[src/rtl/imem_fetch_ctrl.sv]
`default_nettype none
// ============================================================================
// Module   : imem_fetch_ctrl
// Purpose  : Instruction-fetch sequencer for a combinational instruction ROM.
//            Owns the program counter, issues one ROM read per cycle while
//            fetching, captures the returned words into a small prefetch
//            FIFO and hands them to decode over a valid/ready handshake.
//            Redirects from execute reload the PC and flush stale entries.
// Revision : 1.0 - initial release
// ----------------------------------------------------------------------------
// Ports:
//   clk            in   clock, rising edge
//   rst_n          in   asynchronous active-low reset
//   fetch_en       in   1 = fetch permitted, 0 = stop issuing reads
//   redirect_valid in   one-cycle pulse: load redirect_pc, flush queue
//   redirect_pc    in   redirect target byte address (ADDR_W+2 bits)
//   rom_addr       out  ROM word address (pc[ADDR_W+1:2])
//   rom_read_en    out  ROM read enable (high on issue cycles only)
//   rom_ce         out  ROM chip enable (high on issue cycles only)
//   rom_data       in   ROM read data, combinational from rom_addr
//   inst_valid     out  queue head valid
//   inst_ready     in   decode accepts the head this cycle
//   inst_data      out  head instruction word
//   inst_pc        out  byte PC of the head instruction
//   fetch_fault    out  sticky misaligned-redirect flag
// ----------------------------------------------------------------------------
// Build option:
//   FETCH_ALIGN_CHECK_EN - when defined, a redirect to a non-word-aligned
//   target raises fetch_fault, flushes the queue and parks the sequencer in
//   FAULT until reset. When undefined the low target bits are dropped and
//   fetch_fault is tied low.
// ============================================================================
module imem_fetch_ctrl #(
    parameter int ADDR_W   = 8,
    parameter int DATA_W   = 32,
    parameter int DEPTH    = 2,
    parameter int RESET_PC = 0
) (
    input  logic              clk,
    input  logic              rst_n,
    input  logic              fetch_en,
    input  logic              redirect_valid,
    input  logic [ADDR_W+1:0] redirect_pc,
    output logic [ADDR_W-1:0] rom_addr,
    output logic              rom_read_en,
    output logic              rom_ce,
    input  logic [DATA_W-1:0] rom_data,
    output logic              inst_valid,
    input  logic              inst_ready,
    output logic [DATA_W-1:0] inst_data,
    output logic [ADDR_W+1:0] inst_pc,
    output logic              fetch_fault
);

    localparam int c_pc_w  = ADDR_W + 2;
    localparam int c_ptr_w = $clog2(DEPTH);
    localparam int c_cnt_w = $clog2(DEPTH + 1);

    localparam logic [c_pc_w-1:0]  c_reset_pc = c_pc_w'(RESET_PC);
    localparam logic [c_pc_w-1:0]  c_pc_step  = c_pc_w'(4);
    localparam logic [c_cnt_w-1:0] c_depth    = c_cnt_w'(DEPTH);
    localparam logic [c_cnt_w-1:0] c_cnt_one  = c_cnt_w'(1);
    localparam logic [c_ptr_w-1:0] c_ptr_one  = c_ptr_w'(1);

    localparam logic [1:0] c_st_idle  = 2'd0;
    localparam logic [1:0] c_st_fetch = 2'd1;
`ifdef FETCH_ALIGN_CHECK_EN
    localparam logic [1:0] c_st_fault = 2'd2;
`endif

    // ------------------------------------------------------------------------
    // State
    // ------------------------------------------------------------------------
    logic [1:0]         r_state;
    logic [1:0]         w_state_nxt;
    logic [c_pc_w-1:0]  r_pc;
    logic [c_cnt_w-1:0] r_count;
    logic [c_ptr_w-1:0] r_wr_ptr;
    logic [c_ptr_w-1:0] r_rd_ptr;
    logic [DATA_W-1:0]  r_q_data [DEPTH];
    logic [c_pc_w-1:0]  r_q_pc   [DEPTH];

    logic w_pop;
    logic w_issue;
    logic w_redirect;   // redirect that actually takes effect
    logic w_misaligned; // redirect that must raise the fault instead

`ifdef FETCH_ALIGN_CHECK_EN
    logic r_fault;
`else
    // Low target bits are intentionally discarded in this build.
    logic w_unused_align;
    assign w_unused_align = ^redirect_pc[1:0];
`endif

    // ------------------------------------------------------------------------
    // Handshake / issue decode
    // ------------------------------------------------------------------------
    always_comb begin
        w_pop        = (r_count != '0) & inst_ready;
`ifdef FETCH_ALIGN_CHECK_EN
        // FAULT is terminal: later redirects are ignored altogether.
        w_redirect   = redirect_valid & (r_state != c_st_fault);
        w_misaligned = w_redirect & (redirect_pc[1:0] != 2'b00);
`else
        w_redirect   = redirect_valid;
        w_misaligned = 1'b0;
`endif
        // A slot freed by this cycle's pop can be refilled in the same cycle,
        // which is what sustains one instruction per cycle with DEPTH entries.
        w_issue      = (r_state == c_st_fetch) & ~redirect_valid &
                       ((r_count < c_depth) | w_pop);
    end

    // ------------------------------------------------------------------------
    // Next-state logic
    // ------------------------------------------------------------------------
    always_comb begin
        w_state_nxt = r_state;
        case (r_state)
            c_st_idle:  if (fetch_en)  w_state_nxt = c_st_fetch;
            c_st_fetch: if (!fetch_en) w_state_nxt = c_st_idle;
`ifdef FETCH_ALIGN_CHECK_EN
            c_st_fault: w_state_nxt = c_st_fault;
`endif
            default:    w_state_nxt = c_st_idle;
        endcase
`ifdef FETCH_ALIGN_CHECK_EN
        if (w_misaligned) begin
            w_state_nxt = c_st_fault;
        end
`endif
    end

    // ------------------------------------------------------------------------
    // State register, PC and prefetch queue
    // ------------------------------------------------------------------------
    always_ff @(posedge clk or negedge rst_n) begin
        if (!rst_n) begin
            r_state  <= c_st_idle;
            r_pc     <= c_reset_pc;
            r_count  <= '0;
            r_wr_ptr <= '0;
            r_rd_ptr <= '0;
            for (int i = 0; i < DEPTH; i++) begin
                r_q_data[i] <= '0;
                r_q_pc[i]   <= '0;
            end
        end else begin
            r_state <= w_state_nxt;
            if (w_redirect) begin
                // Flush: any pop this cycle is discarded along with the rest.
                r_count  <= '0;
                r_wr_ptr <= '0;
                r_rd_ptr <= '0;
                if (!w_misaligned) begin
                    r_pc <= {redirect_pc[ADDR_W+1:2], 2'b00};
                end
            end else begin
                if (w_issue) begin
                    r_q_data[r_wr_ptr] <= rom_data;
                    r_q_pc[r_wr_ptr]   <= r_pc;
                    r_wr_ptr           <= r_wr_ptr + c_ptr_one;
                    r_pc               <= r_pc + c_pc_step;
                end
                if (w_pop) begin
                    r_rd_ptr <= r_rd_ptr + c_ptr_one;
                end
                case ({w_issue, w_pop})
                    2'b10:   r_count <= r_count + c_cnt_one;
                    2'b01:   r_count <= r_count - c_cnt_one;
                    default: r_count <= r_count;
                endcase
            end
        end
    end

`ifdef FETCH_ALIGN_CHECK_EN
    always_ff @(posedge clk or negedge rst_n) begin
        if (!rst_n) begin
            r_fault <= 1'b0;
        end else if (w_misaligned) begin
            r_fault <= 1'b1;
        end
    end
    assign fetch_fault = r_fault;
`else
    assign fetch_fault = 1'b0;
`endif

    // ------------------------------------------------------------------------
    // Outputs
    // ------------------------------------------------------------------------
    assign rom_addr    = r_pc[ADDR_W+1:2];
    assign rom_read_en = w_issue;
    assign rom_ce      = w_issue;
    assign inst_valid  = (r_count != '0);
    // Head comes from queue storage, so it stays stable under back-pressure.
    assign inst_data   = r_q_data[r_rd_ptr];
    assign inst_pc     = r_q_pc[r_rd_ptr];

endmodule
`default_nettype wire

[config.mk]
export PLATFORM = sky130hd
export DESIGN_NAME = imem_fetch_ctrl
export DESIGN_NICKNAME = d
export VERILOG_FILES = /design/src/rtl/imem_fetch_ctrl.sv
export SDC_FILE = /design/constraint.sdc
export NUM_CORES = 1
export LEC_CHECK = 0
export CAP_MARGIN = 20
export CORE_MARGIN = 3
export CORE_UTILIZATION = 50
export CTS_CLUSTER_SIZE = 25
export DETAILED_ROUTE_END_ITERATION = 8
export PLACE_DENSITY = 0.88
export SLEW_MARGIN = 20
export SYNTH_ARGS = -nofsm -noshare
export SYNTH_HDL_FRONTEND = slang
export SYNTH_SLANG_ARGS = --single-unit
[constraint.sdc]
create_clock -name clk -period 3.9 [get_ports clk]
set_input_delay 0.78 -clock clk [delete_from_list [all_inputs] [get_ports clk]]
set_output_delay 0.78 -clock clk [all_outputs]
set_load 0.01 [all_outputs]
== Word level (Yosys, flattened, before mapping) ==
Index checks and enable logic that the tools add are counted.
W data, S select, Z words.

* Bits in registers: 100
* Bits in latches: 0
* RAM bits: 0
* ROM bits: 0
* Input bits: 47
* Output and inout bits: 54
* Memories: 0

* Add/sub/neg operators: 5
* $mul: 0
* Divide/modulo/power cells: 0
* $lt $le $gt $ge: 4
* Eq/ne operators: 5
* Shift-type cells: 0
* Mux-type cells: 23
* Bitwise operators: 7
* Reduce and logical (&&, ||, !) cells: 8

{| class="wikitable"
|+ Operator list
! cell !! number
|-
| $mux W32 || 4
|-
| $bwmux W64 || 1
|-
| $mux W10 || 6
|-
| $demux W32 S1 || 1
|-
| $bwmux W20 || 1
|-
| $add A10 B3 Y10 const B || 1
|-
| $demux W10 S1 || 1
|-
| $pmux W2 S2 || 2
|-
| $mux W2 || 3
|-
| $reduce_bool A2 Y1 || 3
|-
| $eq A2 B1 Y1 const B || 2
|-
| $ge A2 B2 Y1 const B || 2
|-
| $mux W1 || 4
|-
| $ne A2 B2 Y1 const B || 2
|-
| $not A1 Y2 || 2
|-
| $reduce_and A2 Y1 || 2
|-
| $and A1 B1 Y1 || 3
|-
| $reduce_bool A3 Y1 || 1
|-
| $add A1 B1 Y1 const B || 2
|-
| $add A2 B1 Y2 const B || 1
|-
| $eq A2 B2 Y1 const B || 1
|-
| $logic_not A2 Y1 || 1
|-
| $lt A2 B1 Y1 const B || 1
|-
| $lt A2 B2 Y1 const B || 1
|-
| other kinds (4) || 4
|}

== Logic depth before layout (Yosys ltp) ==
* Word-level depth: 7
* Gate-level depth with buffers: 6
* Gate-level depth less buffers: 5

== Worst setup path before layout ==
Ideal clock, no wire load.

* Path type: input -> output
* From: input inst_ready
* To: output rom_read_en
* Arrival: 1.324 ns
* Data required time: 3.120 ns
* Path slack: 1.796 ns
* Stages: 3
* Buffers on the path: 1
* Path through: and2b_4 -> nor3_4 -> buf_4

* Word-level cells in the longest chain between the ends: 3

{| class="wikitable"
|+ Ends and longest elaborated chain
! item !! RTL line !! source
|-
| from (decl) || 49 || <nowiki>input logic inst_ready,</nowiki>
|-
| $and A1 B1 Y1 || 100 || <nowiki>w_pop = (r_count != '0) & inst_ready;</nowiki>
|-
| $or A1 B1 Y1 || 112 || <nowiki>((r_count < c_depth) | w_pop);</nowiki>
|-
| $and A1 B1 Y1 || 111 || <nowiki>w_issue = (r_state == c_st_fetch) & ~redirect_valid &</nowiki>
|-
| to (decl) || 45 || <nowiki>output logic rom_read_en,</nowiki>
|}

No other way between the ends.

== Worst setup path in the final report ==
* From: input inst_ready
* To: output rom_ce

* Word-level cells in the longest chain between the ends: 3

{| class="wikitable"
|+ Ends and longest elaborated chain
! item !! RTL line !! source
|-
| $and A1 B1 Y1 || 100 ||
|-
| $or A1 B1 Y1 || 112 ||
|-
| $and A1 B1 Y1 || 111 ||
|-
| to (decl) || 46 || <nowiki>output logic rom_ce,</nowiki>
|}

No other way between the ends.

==> metrics.md <==
| Metric | Value |
|---|---|
| Switching share of total power | `27.3%` |
| Place WS | `0.730 ns` |
| Min setup slack post-route | `0.799 ns` |
| Final WL | `8730 microns` |
| Rows | `32` |
| Clock transition at the registers of the reported paths | `0.10 ns` |
| DR pass1 iterations | `4` |
| Power Internal | `2120 uW` |
| Largest net degree at the start of global routing | `66` |
| Final Cell Area | `5450 sq um` |
| Placement Cell Area | `5260 sq um` |
| Cell Pwr Density | `535 nW/um^2` |
| DRC | `0` |
| CTS root buf | `clkbuf_8` |
| I/O Buffers | `95` |
| Final hold violation count | `0` |
| Critical Path Fanout Max | `6` |
| Final #Nets | `437` |
| Fillers | `603` |
| Clock latency on the worst-skew pair | `0.35 ns` |
| R2r setup slk | `1.62 ns` |
| Initial Util | `53.3%` |
| All-Layer GR Usage | `18.9%` |
| I/O pin total | `101` |
| Area of the core | `7970 sq um` |
| N_diodes | `0` |
| Warning count from the yosys run | `0` |
| Share of layout cells above drive strength 1 | `38.3%` |
| CTS buffer count | `9` |
| Vias | `2649` |
| Chip Height | `98.2 microns` |
| Sequential share of power | `47.0%` |
| EDFF count, synth | `0` |
| DRT antenna net count | `0` |
| Die width | `98.2 microns` |
| Crit path kind | `primary input to output port` |
| RSZ-0062 raised after global routing | `false` |
| NetSw | `795 uW` |
| Syn-to-layout area delta | `28.4%` |
| Fmax achieved | `0.322 GHz` |
| Startpoint Class | `primary input` |
| Commonest non-fill, non-tap cell in the layout | `mux2_2` |
| Crit end category | `output port` |
| # Post-CTS Setup Buffers | `0` |
| Combinational Power Share | `31.4%` |
| Synthesized area | `4250 sq um` |
| Max-slew violations | `0` |
| Commonest non-fill, non-tap cells in the layout | `mux2_2 (107), clkdlybuf4s50_1 (94), dfrtp_1 (92), mux2_4 (12)` |
| Critical Path AT | `2.32 ns` |
| Clock buffer depth | `2` |
| Initial antenna violation count | `0` |
| Slew HR | `44.3%` |
| Hold buffer count at CTS | `0` |
| Multi-input logic area | `1790 sq um` |
| Tightest Hold Check Type | `primary input to async pin` |
| Die footprint | `9640 sq um` |
| Syn Inst Count | `295` |
| Clk_skew | `0.0134 ns` |
| Number of H-tree levels | `3` |
| Post-DP HPWL | `6070 microns` |
| Via/cell ratio | `5.34` |
| Synth Flop Type | `dfrtp_1` |
| Status | `finished clean` |
| Final setup TNS | `0 ns` |
| Unique masters post-synth | `35` |
| Max Cap Viol | `0` |
| Crit path time final | `3.10 ns` |
| Endpoints failing setup | `0` |
| WL per Instance | `17.6 microns` |
| # resized after CTS | `0` |
| #FFs+latches synth | `93` |
| Worst VDD drop | `0.306 mV` |
| Fin crit share | `79.5%` |
| Post-synth ARST share | `100%` |
| FF+latch area | `2330 sq um` |
| CTS tree | `built` |
| Post-synthesis sequential area ratio | `54.8%` |
| Worst path required time | `3.12 ns` |
| Leak | `0.00231 uW` |
| CTS sink cnt | `93` |
| DR iter-0 viols | `98` |
| Avg Cell Area, Syn | `14.4 sq um` |
| First-pass GRT wire length | `14700 microns` |
| GPL Wtd Cong | `0.817` |
| Least-Margin Pin Slew | `0.833 ns` |
| Vias in the first global route | `2980` |
| Clock network fraction of total power | `21.6%` |
| GRT overflow | `0` |
-- final cells by class --
class | instances | area share [%]
sequential | 93 | 42.7
tap | 102 | 2.34
inverter | 2 | 0.138
multi-input combinational | 181 | 32.8
clock buffer | 9 | 2.27
timing repair buffer | 102 | 18.6
clock inverter | 7 | 1.22
-- stage by stage --
stage / utilization [%] / instances / total power [uW] / hold slack [ns]
3_3_place_gp: 66.1 / 480 / 2270 / 0.463
5_1_grt: 68.5 / 496 / 3080 / 0.518
3_5_place_dp: 66.1 / 480 / 2320 / 0.483
2_1_floorplan: - / 297 / 1880 / 0.454
6_report: 68.5 / 496 / 2920 / 0.494
4_1_cts: 68.5 / 496 / 2950 / 0.504
-- state kept, by name (all words and copies together), names as in the netlist --
signal and cells:
r_q_data 64, r_q_pc 16, r_pc 8, r_count 2, r_rd_ptr 1, r_state 1
r_wr_ptr 1
-- cell usage after synthesis (2+ instances only) --
cell      count  share of area (%)
clkbuf_1      4               0.35
nand2_1       9               0.79
o21ai_0       8               0.94
xnor2_1       3               0.62
xor2_1        5                1.0
or2_2         2               0.29
mux2_4       12                4.2
nand2b_1      2               0.29
mux2_1        2               0.53
nor3_1        3               0.35
buf_2         2               0.24
inv_1         2               0.18
buf_1         3               0.26
o31a_1        2               0.41
buf_6         4                1.1
nand4_1       2               0.29
nand3_1       2               0.24
buf_4         8                1.4
mux2_2      107                 28
dfrtp_1      93                 55
nand2_2       2               0.29
nor2_1        5               0.44
-- logic make-up (layout without fill, tap and decap cells) --
kind of cell	after synthesis	in the layout	synth area share, %
buffers and inverters	23	120	3.50
flip-flops	93	93	54.8
adder cells (fa/ha/maj)	1	1	0.294
other	1	3	0.0883
multiplexers	122	122	33.4
XOR/XNOR	8	8	1.65
AO/OA/AOI/OAI	13	13	1.86
AND/OR/NAND/NOR	34	34	4.48
-- power by group through the flow --
stage	Clock (uW)	Sequential, uW	Combinational [uW]
after floorplan	0	1340	538
after global placement	0	1360	902
after detailed placement	0	1390	926
after CTS	644	1370	933
after global routing	684	1410	990
final	629	1370	917
-- path summary, 6_finish.rpt --
path,from,to,cells after the start
setup / recovery,inst_ready,rom_ce,4
hold / removal,rst_n,r_q_data[4]$_DFFE_PN0P_,1
setup reg to reg,r_state[0]$_DFFE_PN0P_,r_q_data[27]$_DFFE_PN0P_,5
hold reg to reg,r_q_data[32]$_DFFE_PN0P_,r_q_data[32]$_DFFE_PN0P_,1
max in group asynchronous,rst_n,r_q_data[60]$_DFFE_PN0P_,2
min in group clk,r_q_data[32]$_DFFE_PN0P_,r_q_data[32]$_DFFE_PN0P_,1
-- metal layers --
layer	GRT usage, %	up-vias	routed length [microns]
li1	-	1223	-
met1	24.4	1354	3710
met2	32.4	64	4540
met3	4.36	8	389
met4	4.83	0	81
met5	0	-	0
-- worst max-delay path: stages --
cell             delay, ns
clkdlybuf4s50_1       0.56
and2b_4               0.24
nor3_4                0.16
clkdlybuf4s50_1       0.58
Note: power is estimated with default switching activity, not from simulation.
